`src/rtl/mprj_cfg_pkg.sv`:
```
`default_nettype none
// ----------------------------------------------------------------------------
// mprj_cfg_pkg : shared constants and state encoding for the GPIO config sequencer
// Revision 1.0
// ----------------------------------------------------------------------------
package mprj_cfg_pkg;

    localparam logic [2:0] ST_IDLE     = 3'd0;
    localparam logic [2:0] ST_WAIT_BUS = 3'd1;
    localparam logic [2:0] ST_WR_CFG   = 3'd2;
    localparam logic [2:0] ST_WR_XFER  = 3'd3;
    localparam logic [2:0] ST_POLL     = 3'd4;
    localparam logic [2:0] ST_FINISH   = 3'd5;

    typedef enum logic [2:0] {
        S_IDLE     = ST_IDLE,
        S_WAIT_BUS = ST_WAIT_BUS,
        S_WR_CFG   = ST_WR_CFG,
        S_WR_XFER  = ST_WR_XFER,
        S_POLL     = ST_POLL,
        S_FINISH   = ST_FINISH
    } state_t;

    localparam logic [7:0] XFER_OFS     = 8'h00;
    localparam logic [7:0] IOCONFIG_OFS = 8'h20;

    // Idle cycles forced after each acked access; the slave rejects back-to-back strobes.
    localparam logic [1:0] ACC_GAP = 2'd1;

    function automatic logic [31:0] reg_adr(input logic [31:0] base, input logic [31:0] ofs);
        return base | ofs;
    endfunction

endpackage
`default_nettype wire

```
`src/rtl/mprj_wb_xact.sv`:
```
`default_nettype none
// ----------------------------------------------------------------------------
// mprj_wb_xact : single-access Wishbone master with a forced idle gap after ack
// Revision 1.0
// ----------------------------------------------------------------------------
module mprj_wb_xact
    import mprj_cfg_pkg::*;
(
    input  logic        clk,
    input  logic        resetn,
    input  logic        req_i,
    input  logic        we_i,
    input  logic [31:0] adr_i,
    input  logic [31:0] dat_i,
    input  logic        m_ack_i,
    input  logic [31:0] m_dat_i,
    output logic        cyc_o,
    output logic        stb_o,
    output logic        we_o,
    output logic [31:0] adr_o,
    output logic [31:0] dat_o,
    output logic [3:0]  sel_o,
    output logic        ack_done_o,
    output logic [31:0] rdata_o
);

    logic [1:0] gap_q;
    logic [1:0] gap_d;
    logic       w_active;

    assign w_active   = req_i && (gap_q == 2'd0);
    assign cyc_o      = w_active;
    assign stb_o      = w_active;
    assign we_o       = w_active && we_i;
    assign adr_o      = w_active ? adr_i : 32'h0;
    assign dat_o      = w_active ? dat_i : 32'h0;
    assign sel_o      = w_active ? 4'hF : 4'h0;
    assign ack_done_o = w_active && m_ack_i;
    assign rdata_o    = m_dat_i;

    always_comb begin
        gap_d = gap_q;
        if (ack_done_o) begin
            gap_d = ACC_GAP;
        end else if (gap_q != 2'd0) begin
            gap_d = gap_q - 2'd1;
        end
    end

    always_ff @(posedge clk or negedge resetn) begin
        if (!resetn) begin
            gap_q <= 2'd0;
        end else begin
            gap_q <= gap_d;
        end
    end

endmodule
`default_nettype wire

```
`src/rtl/mprj_cfg_seq.sv`:
```
`default_nettype none
// ----------------------------------------------------------------------------
// mprj_cfg_seq : boot-time GPIO config sequencer and CPU/sequencer bus arbiter
// Revision 1.0
// ----------------------------------------------------------------------------
module mprj_cfg_seq
    import mprj_cfg_pkg::*;
#(
    parameter logic [31:0] BASE_ADR     = 32'h2300_0000,
    parameter logic [7:0]  XFER         = XFER_OFS,
    parameter logic [7:0]  IOCONFIG     = IOCONFIG_OFS,
    parameter int          NUM_PADS     = 38,
    parameter int          IO_CTRL_BITS = 13,
    parameter logic [15:0] POLL_LIMIT   = 16'd4095
) (
    input  logic                    clk,
    input  logic                    resetn,
    input  logic                    start,
    output logic                    busy,
    output logic                    done,
    output logic                    error,
    output logic [5:0]              cfg_idx,
    input  logic [IO_CTRL_BITS-1:0] cfg_data,
    input  logic                    cpu_cyc_i,
    input  logic                    cpu_stb_i,
    input  logic                    cpu_we_i,
    input  logic [31:0]             cpu_adr_i,
    input  logic [31:0]             cpu_dat_i,
    input  logic [3:0]              cpu_sel_i,
    output logic [31:0]             cpu_dat_o,
    output logic                    cpu_ack_o,
    output logic                    m_cyc_o,
    output logic                    m_stb_o,
    output logic                    m_we_o,
    output logic [31:0]             m_adr_o,
    output logic [31:0]             m_dat_o,
    output logic [3:0]              m_sel_o,
    input  logic [31:0]             m_dat_i,
    input  logic                    m_ack_i
);

    localparam logic [5:0]  LAST_IDX = 6'(NUM_PADS - 1);
    localparam logic [31:0] XFER_ADR = reg_adr(BASE_ADR, {24'h0, XFER});

    state_t      state_q, state_d;
    logic [5:0]  cfg_idx_q, cfg_idx_d;
    logic [15:0] poll_cnt_q, poll_cnt_d;
    logic        error_q, error_d;

    logic        x_req, x_we;
    logic [31:0] x_adr, x_dat;
    logic        x_cyc, x_stb, x_we_o;
    logic [31:0] x_adr_o, x_dat_o, w_rdata;
    logic [3:0]  x_sel;
    logic        w_ack_done;
    logic        w_pass;

    mprj_wb_xact u_xact (
        .clk        (clk),
        .resetn     (resetn),
        .req_i      (x_req),
        .we_i       (x_we),
        .adr_i      (x_adr),
        .dat_i      (x_dat),
        .m_ack_i    (m_ack_i),
        .m_dat_i    (m_dat_i),
        .cyc_o      (x_cyc),
        .stb_o      (x_stb),
        .we_o       (x_we_o),
        .adr_o      (x_adr_o),
        .dat_o      (x_dat_o),
        .sel_o      (x_sel),
        .ack_done_o (w_ack_done),
        .rdata_o    (w_rdata)
    );

    always_comb begin
        state_d    = state_q;
        cfg_idx_d  = cfg_idx_q;
        poll_cnt_d = poll_cnt_q;
        error_d    = error_q;
        x_req      = 1'b0;
        x_we       = 1'b0;
        x_adr      = XFER_ADR;
        x_dat      = 32'h0;
        case (state_q)
            S_IDLE: begin
                if (start) begin
                    error_d   = 1'b0;
                    cfg_idx_d = 6'd0;
                    state_d   = cpu_cyc_i ? S_WAIT_BUS : S_WR_CFG;
                end
            end
            S_WAIT_BUS: begin
                if (!cpu_cyc_i) begin
                    state_d = S_WR_CFG;
                end
            end
            S_WR_CFG: begin
                x_req = 1'b1;
                x_we  = 1'b1;
                x_adr = reg_adr(BASE_ADR, 32'(IOCONFIG) + {24'h0, cfg_idx_q, 2'b00});
                x_dat = {{(32-IO_CTRL_BITS){1'b0}}, cfg_data};
                if (w_ack_done) begin
                    if (cfg_idx_q == LAST_IDX) begin
                        state_d = S_WR_XFER;
                    end else begin
                        cfg_idx_d = cfg_idx_q + 6'd1;
                    end
                end
            end
            S_WR_XFER: begin
                x_req = 1'b1;
                x_we  = 1'b1;
                x_dat = 32'h1;
                if (w_ack_done) begin
                    poll_cnt_d = 16'd0;
                    state_d    = S_POLL;
                end
            end
            S_POLL: begin
                x_req = 1'b1;
                if (w_ack_done) begin
                    if (!w_rdata[0]) begin
                        state_d = S_FINISH;
                    end else if (poll_cnt_q == POLL_LIMIT - 16'd1) begin
                        error_d = 1'b1;
                        state_d = S_FINISH;
                    end else if (poll_cnt_q != POLL_LIMIT) begin
                        poll_cnt_d = poll_cnt_q + 16'd1;
                    end
                end
            end
            S_FINISH: begin
                state_d = S_IDLE;
            end
            default: begin
                state_d = S_IDLE;
            end
        endcase
    end

    always_ff @(posedge clk or negedge resetn) begin
        if (!resetn) begin
            state_q    <= S_IDLE;
            cfg_idx_q  <= 6'd0;
            poll_cnt_q <= 16'd0;
            error_q    <= 1'b0;
        end else begin
            state_q    <= state_d;
            cfg_idx_q  <= cfg_idx_d;
            poll_cnt_q <= poll_cnt_d;
            error_q    <= error_d;
        end
    end

    assign busy    = (state_q == S_WAIT_BUS) || (state_q == S_WR_CFG) ||
                     (state_q == S_WR_XFER)  || (state_q == S_POLL);
    assign done    = (state_q == S_FINISH);
    assign error   = error_q;
    assign cfg_idx = cfg_idx_q;
    assign w_pass  = (state_q == S_IDLE) || (state_q == S_WAIT_BUS);

    // The CPU keeps the bus whenever no sequence owns it, including while waiting for it to let go.
    always_comb begin
        m_cyc_o   = x_cyc;
        m_stb_o   = x_stb;
        m_we_o    = x_we_o;
        m_adr_o   = x_adr_o;
        m_dat_o   = x_dat_o;
        m_sel_o   = x_sel;
        cpu_ack_o = 1'b0;
        cpu_dat_o = 32'h0;
        if (w_pass) begin
            m_cyc_o   = cpu_cyc_i;
            m_stb_o   = cpu_stb_i;
            m_we_o    = cpu_we_i;
            m_adr_o   = cpu_adr_i;
            m_dat_o   = cpu_dat_i;
            m_sel_o   = cpu_sel_i;
            cpu_ack_o = m_ack_i;
            cpu_dat_o = w_rdata;
        end
    end

endmodule
`default_nettype wire

```
`config.mk`:
```
export PLATFORM = sky130hd
export DESIGN_NAME = mprj_cfg_seq
export DESIGN_NICKNAME = d
export VERILOG_FILES = /design/src/rtl/mprj_cfg_pkg.sv /design/src/rtl/mprj_wb_xact.sv /design/src/rtl/mprj_cfg_seq.sv
export SDC_FILE = /design/constraint.sdc
export NUM_CORES = 1
export LEC_CHECK = 0
export BUFFER_PORTS_ARGS = -buffer_cell sky130_fd_sc_hd__clkbuf_2
export CORE_ASPECT_RATIO = 1.4
export CORE_UTILIZATION = 30
export DETAILED_ROUTE_END_ITERATION = 6
export GPL_ROUTABILITY_DRIVEN = 0
export PLACE_DENSITY = 0.79
export RECOVER_POWER = 50
export SLEW_MARGIN = 20
export SYNTH_ARGS = -nofsm -noshare
export SYNTH_HDL_FRONTEND = slang
export SYNTH_SLANG_ARGS = --single-unit
```
`constraint.sdc`:
```
create_clock -name clk -period 1.7 [get_ports clk]
set_input_delay 0 -clock clk [delete_from_list [all_inputs] [get_ports clk]]
set_output_delay 0 -clock clk [all_outputs]
set_load 0.01 [all_outputs]
```
After elaboration in Yosys (flattened, before gate mapping)
Cells that the tools add are included.
{"block": "word_totals", "register_bits": 28, "inputBits": 120, "out_inout_bits": 113, "elab_cells": 91}
{"block": "classes", "addsub": 4, "n_eq_ne": 20, "n_mux": 42, "n_reduce_logical": 20}
{"operator": "32-bit 2-to-1 mux", "count": 3}
{"operator": "16-bit 2-to-1 mux", "count": 5}
{"operator": "16-bit one-hot mux with 2 select lines", "count": 1}
{"operator": "30-bit 2-to-1 mux", "count": 1}
{"operator": "13-bit one-hot mux with 2 select lines", "count": 1}
{"operator": "3-bit 2-to-1 mux", "count": 8}
{"operator": "6-bit 2-to-1 mux", "count": 3}
{"operator": "16-bit by 1-bit adder with 16-bit output (second input constant)", "count": 1}
{"operator": "16-bit by 12-bit == test with 1-bit output (second input constant)", "count": 1}
{"operator": "16-bit by 12-bit inequality test with 1-bit output (second input constant)", "count": 1}
{"operator": "2-bit inequality test (second input constant)", "count": 8}
{"operator": "3-bit one-hot mux with 5 select lines", "count": 1}
{"operator": "13-bit 2-to-1 mux", "count": 1}
{"operator": "6-bit one-hot mux with 2 select lines", "count": 1}
{"operator": "1-bit 2-to-1 mux", "count": 10}
{"operator": "2-bit nonzero test", "count": 5}
{"operator": "6-bit by 8-bit adder with 9-bit output (first input constant)", "count": 1}
{"operator": "9-bit 2-to-1 mux", "count": 1}
{"operator": "4-bit 2-to-1 mux", "count": 2}
{"operator": "7-bit AND reduction", "count": 1}
{"operator": "6-bit by 1-bit adder with 6-bit output (second input constant)", "count": 1}
{"operator": "3-bit by 2-bit == test with 1-bit output (second input constant)", "count": 2}
{"operator": "3-bit == test (second input constant)", "count": 2}
{"operator": "6-bit == test (second input constant)", "count": 1}
{"operator": "15 further kinds", "count": 24}

Longest topological paths before layout
Gate-level depths: netlist of run 1.
{"block": "logic_depth", "ltp_word": 7, "mapped_depth": 9, "mapped_depth_nobuf": 7}

Cells and area by module
A second synthesis of run 1 with hierarchy kept.
{"block": "hier_totals", "cells_unflattened": 462, "hier_area_um2": 3741.1}
{"mod": "mprj_cfg_seq", "n_inst": 1, "cells_each": 333, "area_each_um2": 2864.0, "seq_area_each_um2": 650.6}
{"mod": "mprj_wb_xact", "n_inst": 1, "cells_each": 129, "area_each_um2": 877.1, "seq_area_each_um2": 50.0}

Worst setup path after synthesis of run 1
OpenSTA, ideal clock, no wires.
{"block": "synth_path", "path_kind": "register -> register", "from": "register cfg_idx_q[0] (netlist: cfg_idx[0])", "to": "register cfg_idx_q[5] (netlist: cfg_idx[5])", "setup_ps": 69, "arrival_ps": 1712, "t_required_ps": 1631, "slack_ps": -81, "path_stages_with_launch": 7, "path_buffers": 0, "synth_period_minus_slack_ps": 1781, "cell_sequence": "dfrtp_1 ha_1 and4bb_1 a21oi_2 o21ai_2 or4b_1 nand3_1"}
{"block": "synth_between", "elab_chain_len": 4, "word_cells_on_any_way": 7, "cone_classes": "add/sub: 1; eq/ne: 2; mux: 3; reduce/logical: 1"}
{"item": "from (decl)", "line": "mprj_cfg_seq.sv:46", "source": "logic [5:0] cfg_idx_q, cfg_idx_d;"}
{"item": "from (signal assigned)", "line": "mprj_cfg_seq.sv:151", "source": "cfg_idx_q <= cfg_idx_d;"}
{"item": "6-bit by 1-bit adder with 6-bit output", "line": "mprj_cfg_seq.sv:108", "source": "cfg_idx_d = cfg_idx_q + 6'd1;"}
{"item": "6-bit 2-to-1 mux", "line": "mprj_cfg_seq.sv:105", "source": "if (cfg_idx_q == LAST_IDX) begin"}
{"item": "6-bit 2-to-1 mux", "line": "mprj_cfg_seq.sv:104", "source": "if (w_ack_done) begin"}
{"item": "6-bit one-hot mux with 2 select lines", "line": "mprj_cfg_seq.sv:86", "source": "case (state_q)"}
Several ways; a longest one is shown, not always the timed one. The select of a mux whose other input is x is not followed.
A chain may end at the register's enable or synchronous reset.

Worst setup path after layout of run 1
{"block": "layout_path", "from": "register u_xact.gap_q[0]", "to": "register poll_cnt_q[11]"}
{"block": "layout_between", "elab_chain_len": 5, "word_cells_on_any_way": 6, "cone_classes": "eq/ne: 2; reduce/logical: 4"}
{"item": "from (decl)", "line": "mprj_wb_xact.sv:27", "source": "logic [1:0] gap_q;"}
{"item": "from (signal assigned)", "line": "mprj_wb_xact.sv:54", "source": "gap_q <= gap_d;"}
{"item": "2-bit logical NOT (*)", "line": "mprj_wb_xact.sv:31", "source": "assign w_active = req_i && (gap_q == 2'd0);"}
{"item": "1-bit logical AND (*)", "line": "mprj_wb_xact.sv:31"}
{"item": "1-bit logical AND (*)", "line": "mprj_wb_xact.sv:38", "source": "assign ack_done_o = w_active && m_ack_i;"}
{"item": "2-bit by 1-bit inequality test with 1-bit output (no line)"}
{"item": "6-bit AND reduction (no line) (*)"}
{"item": "to (signal assigned)", "line": "mprj_cfg_seq.sv:152", "source": "poll_cnt_q <= poll_cnt_d;"}
{"item": "to (decl)", "line": "mprj_cfg_seq.sv:47", "source": "logic [15:0] poll_cnt_q, poll_cnt_d;"}
Mark *: on every way between the ends. The rest lies on a longest branch, timed or not.

==> results.txt, run 1 <==
Syn Area/Cell: 7.92 um2
Combinational Power Share: 76.3%
Seq pwr share: 12.9%
CP arrival: 2000 ps
EDFF count, synth: 0
kind of critical path: flop to flop
pin count of the biggest net entering global routing: 52
Ys Warns: 0
antenna diode count: 0
IO Count: 233
count of final setup violators: 30
Final #Nets: 725
MaxCap Viol Count: 0
CP required: 1900 ps
Internal Power: 3.66 mW
Port Buffers: 232
Pleak: 2.56 nW
vias per cell: 5.24
Initial Util: 31.1%
synth top area cells: dfrtp_1, and2_1, a22o_1, nand2_1, o21ai_0
Netlist cell types: 47
htree depth: 1
area grow syn2layout: 85.2%
drt drc: 0
fin worst setup slack: -94.5 ps
Fmax: 557 MHz
HPWL Detailed: 9.96 mm
Core Util, Final: 57.6%
most common cell after layout, fill and taps aside: clkbuf_2
Syn Nets: 448
Pre-Repair DR Iteration Count: 5
Fin Clk Skew: 6.17 ps
Least-Margin Pin Slew: 746 ps
critical-path maximum fanout: 5
grt total ovfl: 0
Worst Hold Class: input pin to flop
register area share after synthesis: 27.5%
CP peak stage delay: 400 ps
fraction of layout cells with a size suffix above 1: 57.7%
DR WL/cell: 19.3 um
Multi-input gate area: 1950 um2
period utilisation layout: 106%
Synth Instances: 322
ys async rst share: 100%
Placed Cells: 669
Crit path buffers/inverters: 2
full die area: 8880 um2
power density over the cells: 1410 nW/um2
power consumption: 6.65 mW
Slew headroom: 50.3%
CP Cell Sequence: inv_2, ha_4, and2_1, o21a_4, buf_12, nand4_1, or3_1, a21oi_1
Clock Latency Late Sink: 270 ps
RSZ-0062 raised after global routing: yes
final wirelength: 13.5 mm
result of the run: finished with violations
Sink Count: 28
fillers: 745
Synth Flop Type: dfrtp_1
GRT Util Overall: 27.9%
Setup TNS: -1030 ps
Vias: 3671
CP max stage cell: dfrtp_1
CTS tree: built
sw power: 2.98 mW
core area: 8200 um2
TritonCTS Buffers: 3
Hold Vio Cnt, Final: 0
Detail Route Antenna Nets: 0
sw frac: 44.9%
Root Buffer: clkbuf_16
crit end category: flop
share of Yosys cell area claimed by the top area cell type: 27.5%
max-slew violations: 0
Iter 0 DRT Violations: 326
crit start category: flop
Mapped Area: 2550 um2
clock slew at reported path FFs: 70 ps
CP delay by family, top: simple AND/OR/NAND/NOR gates
failing checks: negative setup slack
FF+latch area: 707 um2
Yosys reg bits: 28
vias in the first global route: 3340
Clk pwr share: 10.8%
Die Width: 79.9 um
most frequent cells in the layout: clkbuf_2, and2_1, buf_4
worst slack at placement: -76.6 ps
cell row count: 39
largest area contributor in the netlist: dfrtp_1
non-filler instance count after layout: 700
initial antenna violation count: 1
first-pass GRT wire length: 18.7 mm
post-layout min period: 1790 ps
CTS Buffer Depth: 2
die height: 111 um
Peak supply drop: 0.739 mV
-- per-stage QoR --
step,hold WS [ps],instance area (um2)
6_report,17.6,4720
5_1_grt,9.54,4720
4_1_cts,9.98,4420
3_5_place_dp,89.4,4040
3_3_place_gp,77.8,4040
2_1_floorplan,-296,2560
-- power by group through the flow --
| stage | Combinational [mW] | Clock [mW] | Sequential (mW) |
|---|---|---|---|
| after global routing | 5.41 | 0.755 | 0.866 |
| after global placement | 3.96 | 0 | 0.842 |
| after detailed placement | 4.01 | 0 | 0.854 |
| after CTS | 4.60 | 0.717 | 0.845 |
| final | 5.07 | 0.721 | 0.855 |
| after floorplan | 2.22 | 0 | 0.856 |
-- flip-flops by register name, indices dropped and copies added (netlist names) --
name,flops
poll_cnt_q,16
state_q,3
u_xact.gap_q,2
error,1
cfg_idx,6
-- cells in the mapped netlist, types with 5 or more instances --
master	count
a22o_1	15
ha_1	6
nor2_1	17
and2_1	76
inv_1	6
a21oi_1	13
nand2b_1	7
xor2_1	6
nand3_1	14
o21ai_0	16
dfrtp_1	28
nand4_1	6
a21o_1	10
nand2_1	24
clkbuf_1	15
buf_2	5
-- worst paths after layout --
kind	startpoint	cells past startpoint	to	slack, ps
worst max-delay path	u_xact.gap_q[0]$_DFFE_PN0P_	8	poll_cnt_q[11]$_DFFE_PN0P_	-90
worst min-delay path	m_ack_i	2	u_xact.gap_q[1]$_DFFE_PN0P_	20
worst max register to register	u_xact.gap_q[0]$_DFFE_PN0P_	8	poll_cnt_q[11]$_DFFE_PN0P_	-90
worst min register to register	u_xact.gap_q[1]$_DFFE_PN0P_	2	u_xact.gap_q[1]$_DFFE_PN0P_	580
max in group asynchronous	resetn	2	state_q[1]$_DFFE_PN0P_	860
min in group asynchronous	resetn	2	poll_cnt_q[4]$_DFFE_PN0P_	320
-- logic make-up after synthesis --
family | synth area share (%)
and+or+nand+nor | 39.3
AOI/OAI and AO/OA | 21.8
buffers and inverters | 4.96
DFF | 27.5
xor gates and xnor gates | 3.09
adders and majority gates | 2.94
muxes | 0.393
-- area by class of cell --
| cell class | instances | share of cell area (%) |
|---|---|---|
| Multi-Input combinational cell | 266 | 41.3 |
| Clock buffer | 3 | 1.59 |
| Clock inverter | 1 | 0.636 |
| Inverter | 6 | 0.583 |
| Tap cell | 102 | 2.70 |
| Sequential cell | 28 | 15.0 |
| Timing Repair Buffer | 294 | 38.3 |
-- per-layer routing --
metal | vias up | global-route usage, % | share of wire, %
met5 | - | 0 | 0
met4 | 0 | 4.88 | 2.0
met3 | 31 | 8.89 | 11
met2 | 258 | 42.2 | 45
met1 | 1700 | 39.0 | 42
li1 | 1682 | - | -
-- timing repair --
action,CTS,global route
endpoints found under the setup margin,39,93
gates cloned,3,1
hold buffers,2,0
pin swaps,9,27
resized for setup,37,75
endpoints found under the hold margin,29,0
buffers inserted,7,15
(Power assumes the default switching activity.)
==> run 2: changes to the inputs <==
CAP_MARGIN = 10   (was not set)
CTS_BUF_LIST = sky130_fd_sc_hd__clkbuf_8   (was not set)
==> run 2 against run 1 <==
  * The run still ends with negative setup slack left
  * Core utilization is 0.81 points higher
  * Clock skew rose by 1.7 ps
  * Combinational power increased by 6.7%
  * Maximum frequency fell by 3.8%
  * Register-to-register slack got worse by 40 ps
  * Worst setup slack got worse by 71 ps
  * Final area up 1.4%
  * Critical path depth is the same
  * Count of clock-buffer cells in the layout unchanged
  * Final cell count rose by 0.29%
  * Critical endpoint is now m_adr_o[29]
==> results.txt, run 2 (same netlist as run 1, synthesis figures left out) <==
result of the run: finished with violations (unchanged)
failing checks: negative setup slack (unchanged)
Setup TNS: -6240 ps (was -1030 ps)
period utilisation layout: 110% (was 106%)
Die Width: 79.9 um (unchanged)
most frequent CP cell: buf_6
Core Util, Final: 58.4% (was 57.6%)
grt total ovfl: 0 (unchanged)
Hold Crit Depth: 3 (was 2)
Post-DP Area: 4040 um2 (unchanged)
r2r worst-path depth: 8 (unchanged)
fraction of layout cells with a size suffix above 1: 59.2% (was 57.7%)
GRT Util Overall: 28.2% (was 27.9%)
post-layout min period: 1870 ps (was 1790 ps)
Initial Util: 31.1% (unchanged)
initial antenna violation count: 1 (unchanged)
area grow syn2layout: 87.8% (was 85.2%)
Seq pwr share: 12.3% (was 12.9%)
drt drc: 0 (unchanged)
Pleak: 2.63 nW (was 2.56 nW)
sw power: 3.09 mW (was 2.98 mW)
reg-to-reg slack, setup: -130 ps (was -90 ps)
fin worst setup slack: -165 ps (was -94.5 ps)
Worst Hold Class: input pin to flop (unchanged)
vias in the first global route: 3407 (was 3340)
RSZ-0062 raised after global routing: yes (unchanged)
pin count of the biggest net entering global routing: 52 (unchanged)
core area: 8200 um2 (unchanged)
max-slew violations: 0 (unchanged)
Fin Clk Skew: 7.91 ps (was 6.17 ps)
CTS tree: built (unchanged)
Fmax: 536 MHz (was 557 MHz)
sw frac: 45.4% (was 44.9%)
Port Buffers: 232 (unchanged)
crit end category: output port (was flop)
most common cell after layout, fill and taps aside: clkbuf_2 (unchanged)
IO Count: 233 (unchanged)
Clk pwr share: 8.2% (was 10.8%)
MaxCap Viol Count: 0 (unchanged)
WHS Endpoint: error$_DFFE_PN0P_ (was u_xact.gap_q[1]$_DFFE_PN0P_)
Internal Power: 3.72 mW (was 3.66 mW)
CP arrival: 1870 ps (was 2000 ps)
Root Buffer: clkbuf_8 (was clkbuf_16)
Vias: 3700 (was 3671)
full die area: 8880 um2 (unchanged)
count of final setup violators: 106 (was 30)
vias per cell: 5.27 (was 5.24)
first-pass GRT wire length: 18.8 mm (was 18.7 mm)
Sink Count: 28 (unchanged)
cell row count: 39 (unchanged)
most frequent cells in the layout: clkbuf_2, and2_1, buf_4 (unchanged)
CP delay by family, top: buffers and inverters (was simple AND/OR/NAND/NOR gates)
Pre-Repair DR Iteration Count: 5 (unchanged)
non-filler instance count after layout: 702 (was 700)
Final #Nets: 727 (was 725)
die height: 111 um (unchanged)
Crit path buffers/inverters: 5 (was 2)
Peak supply drop: 0.795 mV (was 0.739 mV)
CP peak stage delay: 390 ps (was 400 ps)
HPWL Detailed: 9.96 mm (unchanged)
power density over the cells: 1420 nW/um2 (was 1410 nW/um2)
htree depth: 1 (unchanged)
TritonCTS Buffers: 3 (unchanged)
clock slew at reported path FFs: 110 ps (was 70 ps)
crit start category: flop (unchanged)
Combinational Power Share: 79.4% (was 76.3%)
CP required: 1700 ps (was 1900 ps)
Least-Margin Pin Slew: 737 ps (was 746 ps)
hold slack: 48.9 ps (was 17.6 ps)
CTS Buffer Depth: 2 (unchanged)
CP max stage cell: dfrtp_1 (unchanged)
DR WL/cell: 20.0 um (was 19.3 um)
critical-path maximum fanout: 8 (was 5)
hold path start: m_dat_i[0] (was m_ack_i)
CP Cell Sequence: inv_1, ha_2, buf_6, buf_4, a21boi_4, buf_6, a21o_1, clkbuf_2 (was inv_2, ha_4, and2_1, o21a_4, buf_12, nand4_1, or3_1, a21oi_1)
largest register by flop count: poll_cnt_q (unchanged)
Hold Vio Cnt, Final: 0 (unchanged)
Iter 0 DRT Violations: 379 (was 326)
reg2reg end: poll_cnt_q[9]$_DFFE_PN0P_ (was poll_cnt_q[11]$_DFFE_PN0P_)
Slew headroom: 50.9% (was 50.3%)
Placed Cells: 669 (unchanged)
final wirelength: 14.0 mm (was 13.5 mm)
kind of critical path: flop to output port (was flop to flop)
Detail Route Antenna Nets: 0 (unchanged)
crit path launch: u_xact.gap_q[0]$_DFFE_PN0P_ (unchanged)
Clock Latency Late Sink: 300 ps (was 270 ps)
antenna diode count: 0 (unchanged)
cell area after layout: 4790 um2 (was 4720 um2)
Largest register FFs: 16 (unchanged)
reg-to-reg startpoint: u_xact.gap_q[0]$_DFFE_PN0P_ (unchanged)
run 2: changes by cell type in the layout (fill, tap and decap cells not counted), moves of 4 or more:
cell | previous run | this run
clkbuf_8 | 0 | 4
and2_1 | 75 | 67
and2_4 | 0 | 9
buf_6 | 18 | 26
clkbuf_2 | 203 | 191
buf_2 | 13 | 27
buf_4 | 48 | 40
o21ai_1 | 1 | 5
run 2: area by class of cell:
cell class	count	area, um2
clock buffer	3	41.3
clock inverter	1	30.0
fill	732	3410
inverter	6	25.0
multi-input combinational	266	1970
sequential	28	706
tap	102	128
timing repair buffer	296	1890
run 2: power by group through the flow:
stage	Clock (mW)	Sequential [mW]	Combinational, mW
5_1_grt	0.582	0.848	5.72
3_3_place_gp	0	0.842	3.96
4_1_cts	0.554	0.826	4.71
2_1_floorplan	0	0.856	2.22
3_5_place_dp	0	0.854	4.01
6_report	0.560	0.840	5.41
run 2: worst max-delay path by stage:
| stage | slack [ps] | to | cells past startpoint |
|---|---|---|---|
| after global placement | 10 | cfg_idx[5]$_DFFE_PN0P_ | 6 |
| after floorplan | -50 | cfg_idx[5]$_DFFE_PN0P_ | 6 |
| after CTS | -110 | m_adr_o[6] | 8 |
| after global routing | -240 | m_adr_o[6] | 8 |
| after detailed placement | -80 | poll_cnt_q[5]$_DFFE_PN0P_ | 8 |
| final | -170 | m_adr_o[29] | 8 |
run 2: repair_timing:
item	CTS	global route
cloned	3	4
resized for setup	42	95
setup buffers	14	6
hold buffers	3	0
endpoints found under the setup margin	38	101
pin swaps	20	25
endpoints found under the hold margin	30	0
run 2: worst register-to-register path: stages (launching register included):
cell and delay [ps]:
dfrtp_1 390, inv_1 80, ha_2 220, and2_1 160
o21a_1 170, buf_12 130, nand4_1 130, or3_1 330
a21oi_1 150
run 2: routing by layer:
layer | track usage [%] | up-vias | share of wire [%]
met4 | 6.43 | 0 | 1.9
met5 | 0 | - | 0
met3 | 8.31 | 28 | 12
met2 | 42.2 | 246 | 45
li1 | - | 1683 | -
met1 | 39.6 | 1743 | 42
run 2: per-stage QoR:
step	setup slack, ps	total power [mW]
2_1_floorplan	-50.6	3.08
3_3_place_gp	15.0	4.80
3_5_place_dp	-76.6	4.87
4_1_cts	-107	6.09
5_1_grt	-236	7.15
6_report	-165	6.81
==> run 3: changes to the inputs <==
clock period = 1.52 ns   (was 1.7 ns; I/O delays follow)
==> run 3 against run 2 <==
  * Sequential share of layout area down 2.6 points
  * Sequential power up 11%
  * Largest power group unchanged
  * Final cell count up 6.6%
  * Total power up 45%
  * Highest routed layer unchanged
  * Combinational power up 56%
  * Flip-flop and latch count unchanged
  * Critical path type is now flop to flop
  * Critical path depth down 2
  * Via count up 8.6%
  * The flow still finishes with violations (negative setup slack)
  * Core utilization up 12 points
==> results.txt, run 3 (same netlist as run 1, synthesis figures left out) <==
initial antenna violation count: 0 (was 1)
power consumption: 9.84 mW (was 6.81 mW)
Setup TNS: -18570 ps (was -6240 ps)
hold slack: 7.44 ps (was 48.9 ps)
Slew headroom: 49.8% (was 50.9%)
TritonCTS Buffers: 3 (unchanged)
critical-path maximum fanout: 6 (was 8)
crit start category: flop (unchanged)
Port Buffers: 232 (unchanged)
Peak supply drop: 1.00 mV (was 0.795 mV)
worst slack at placement: -300 ps (was -76.6 ps)
cell row count: 39 (unchanged)
Clock Latency Late Sink: 280 ps (was 300 ps)
Hold Vio Cnt, Final: 0 (unchanged)
count of final setup violators: 126 (was 106)
crit path launch: cfg_idx[0]$_DFFE_PN0P_ (was u_xact.gap_q[0]$_DFFE_PN0P_)
period utilisation layout: 117%
core area: 8200 um2 (unchanged)
CP peak stage delay: 470 ps (was 390 ps)
hold path start: m_ack_i (was m_dat_i[0])
HPWL Detailed: 10.6 mm (was 9.96 mm)
Die Width: 79.9 um (unchanged)
area grow syn2layout: 128% (was 87.8%)
Vias: 4019 (was 3700)
WL met1: 6.50 mm (was 5.89 mm)
kind of critical path: flop to flop (was flop to output port)
most common cell after layout, fill and taps aside: clkbuf_2 (unchanged)
Core Util, Final: 70.8% (was 58.4%)
antenna diode count: 0 (unchanged)
result of the run: finished with violations (unchanged)
max-slew violations: 0 (unchanged)
Placed Cells: 691 (was 669)
vias in the first global route: 3751 (was 3407)
Largest register FFs: 16 (unchanged)
Crit path buffers/inverters: 0 (was 5)
Iter 0 DRT Violations: 238 (was 379)
CP Cell Sequence: ha_4, and4bb_1, a21oi_2, o21ai_4, or4b_1, nand3_1 (was inv_1, ha_2, buf_6, buf_4, a21boi_4, buf_6, a21o_1, clkbuf_2)
grt total ovfl: 0 (unchanged)
final wirelength: 15.7 mm (was 14.0 mm)
crit end category: flop (was output port)
CTS Buffer Depth: 2 (unchanged)
drt drc: 0 (unchanged)
full die area: 8880 um2 (unchanged)
CP max stage cell: or4b_1 (was dfrtp_1)
Final #Nets: 773 (was 727)
Pleak: 3.08 nW (was 2.63 nW)
fillers: 635 (was 732)
DR WL/cell: 21.0 um (was 20.0 um)
CP arrival: 2010 ps (was 1870 ps)
clock slew at reported path FFs: 100 ps (was 110 ps)
most frequent cells in the layout: clkbuf_2, buf_6, buf_4 (was clkbuf_2, and2_1, buf_4)
htree depth: 1 (unchanged)
non-filler instance count after layout: 748 (was 702)
first-pass GRT wire length: 20.6 mm (was 18.8 mm)
IO Count: 233 (unchanged)
largest register by flop count: poll_cnt_q (unchanged)
power density over the cells: 1700 nW/um2 (was 1420 nW/um2)
CTS tree: built (unchanged)
GRT Util Overall: 31.0% (was 28.2%)
Least-Margin Pin Slew: 753 ps (was 737 ps)
reg-to-reg startpoint: cfg_idx[0]$_DFFE_PN0P_ (was u_xact.gap_q[0]$_DFFE_PN0P_)
met3 wire len: 1.31 mm (was 1.62 mm)
top routing layer used: met4 (unchanged)
vias per cell: 5.37 (was 5.27)
CP required: 1750 ps (was 1700 ps)
met2 wire length: 7.40 mm (was 6.25 mm)
MaxCap Viol Count: 0 (unchanged)
fin worst setup slack: -262 ps (was -165 ps)
Post-DP Area: 4240 um2 (was 4040 um2)
Sink Count: 28 (unchanged)
fraction of layout cells with a size suffix above 1: 70.3% (was 59.2%)
RSZ-0062 raised after global routing: yes (unchanged)
failing checks: negative setup slack (unchanged)
Worst Hold Class: input pin to flop (unchanged)
Fmax: 561 MHz
CP delay by family, top: simple AND/OR/NAND/NOR gates (was buffers and inverters)
cell area after layout: 5800 um2 (was 4790 um2)
post-layout min period: 1780 ps
Pre-Repair DR Iteration Count: 4 (was 5)
Root Buffer: clkbuf_8 (unchanged)
Fin Clk Skew: 2.35 ps (was 7.91 ps)
pin count of the biggest net entering global routing: 30 (was 52)
die height: 111 um (unchanged)
Initial Util: 31.1% (unchanged)
Detail Route Antenna Nets: 0 (unchanged)
[run 3: cell types whose count changed in the layout (fill, tap and decap cells not counted), sizes merged]
cell,previous run,this run
o21a,3,4
bufinv,1,0
clkbuf,200,143
o21ai,19,20
buf,96,199
dlygate4sd3,3,2
[run 3: what timing repair did]
action | 4_1_cts | 5_1_grt
gates cloned | 8 | 8
buffers inserted | 26 | 15
gates resized for setup | 88 | 220
pin swaps | 41 | 45
endpoints found under the setup margin | 131 | 133
hold buffers | 2 | 0
endpoints found under the hold margin | 29 | 0
[run 3: routing by layer]
metal	global-route usage (%)	vias up
met5	0	-
met4	6.67	0
met3	3.95	40
met2	51.9	253
met1	41.9	1944
li1	-	1782
[run 3: worst paths after layout]
check | end | slack, ps | cells after the start
min | u_xact.gap_q[1]$_DFFE_PN0P_ | 7 | 2
max in group asynchronous | state_q[2]$_DFFE_PN0P_ | 690 | 2
max | cfg_idx[5]$_DFFE_PN0P_ | -260 | 6
min in group asynchronous | poll_cnt_q[8]$_DFFE_PN0P_ | 310 | 2
max reg2reg | cfg_idx[5]$_DFFE_PN0P_ | -260 | 6
min reg2reg | u_xact.gap_q[1]$_DFFE_PN0P_ | 590 | 2
[run 3: final cells by class]
class / count / area (um2) / area share [%]
Clock buffer: 4 / 55.1 / 0.949
Multi-Input combinational cell: 268 / 2270 / 39.0
Tap cell: 102 / 128 / 2.20
Timing Repair Buffer: 340 / 2620 / 45.2
Sequential cell: 28 / 704 / 12.1
Inverter: 6 / 27.5 / 0.474
[run 3: where the power goes]
group | internal [mW] | leakage (nW) | switching (mW)
Combinational | 4.64 | 2.67 | 3.78
Sequential | 0.849 | 0.373 | 0.0831
Clock | 0.233 | 0.0288 | 0.250
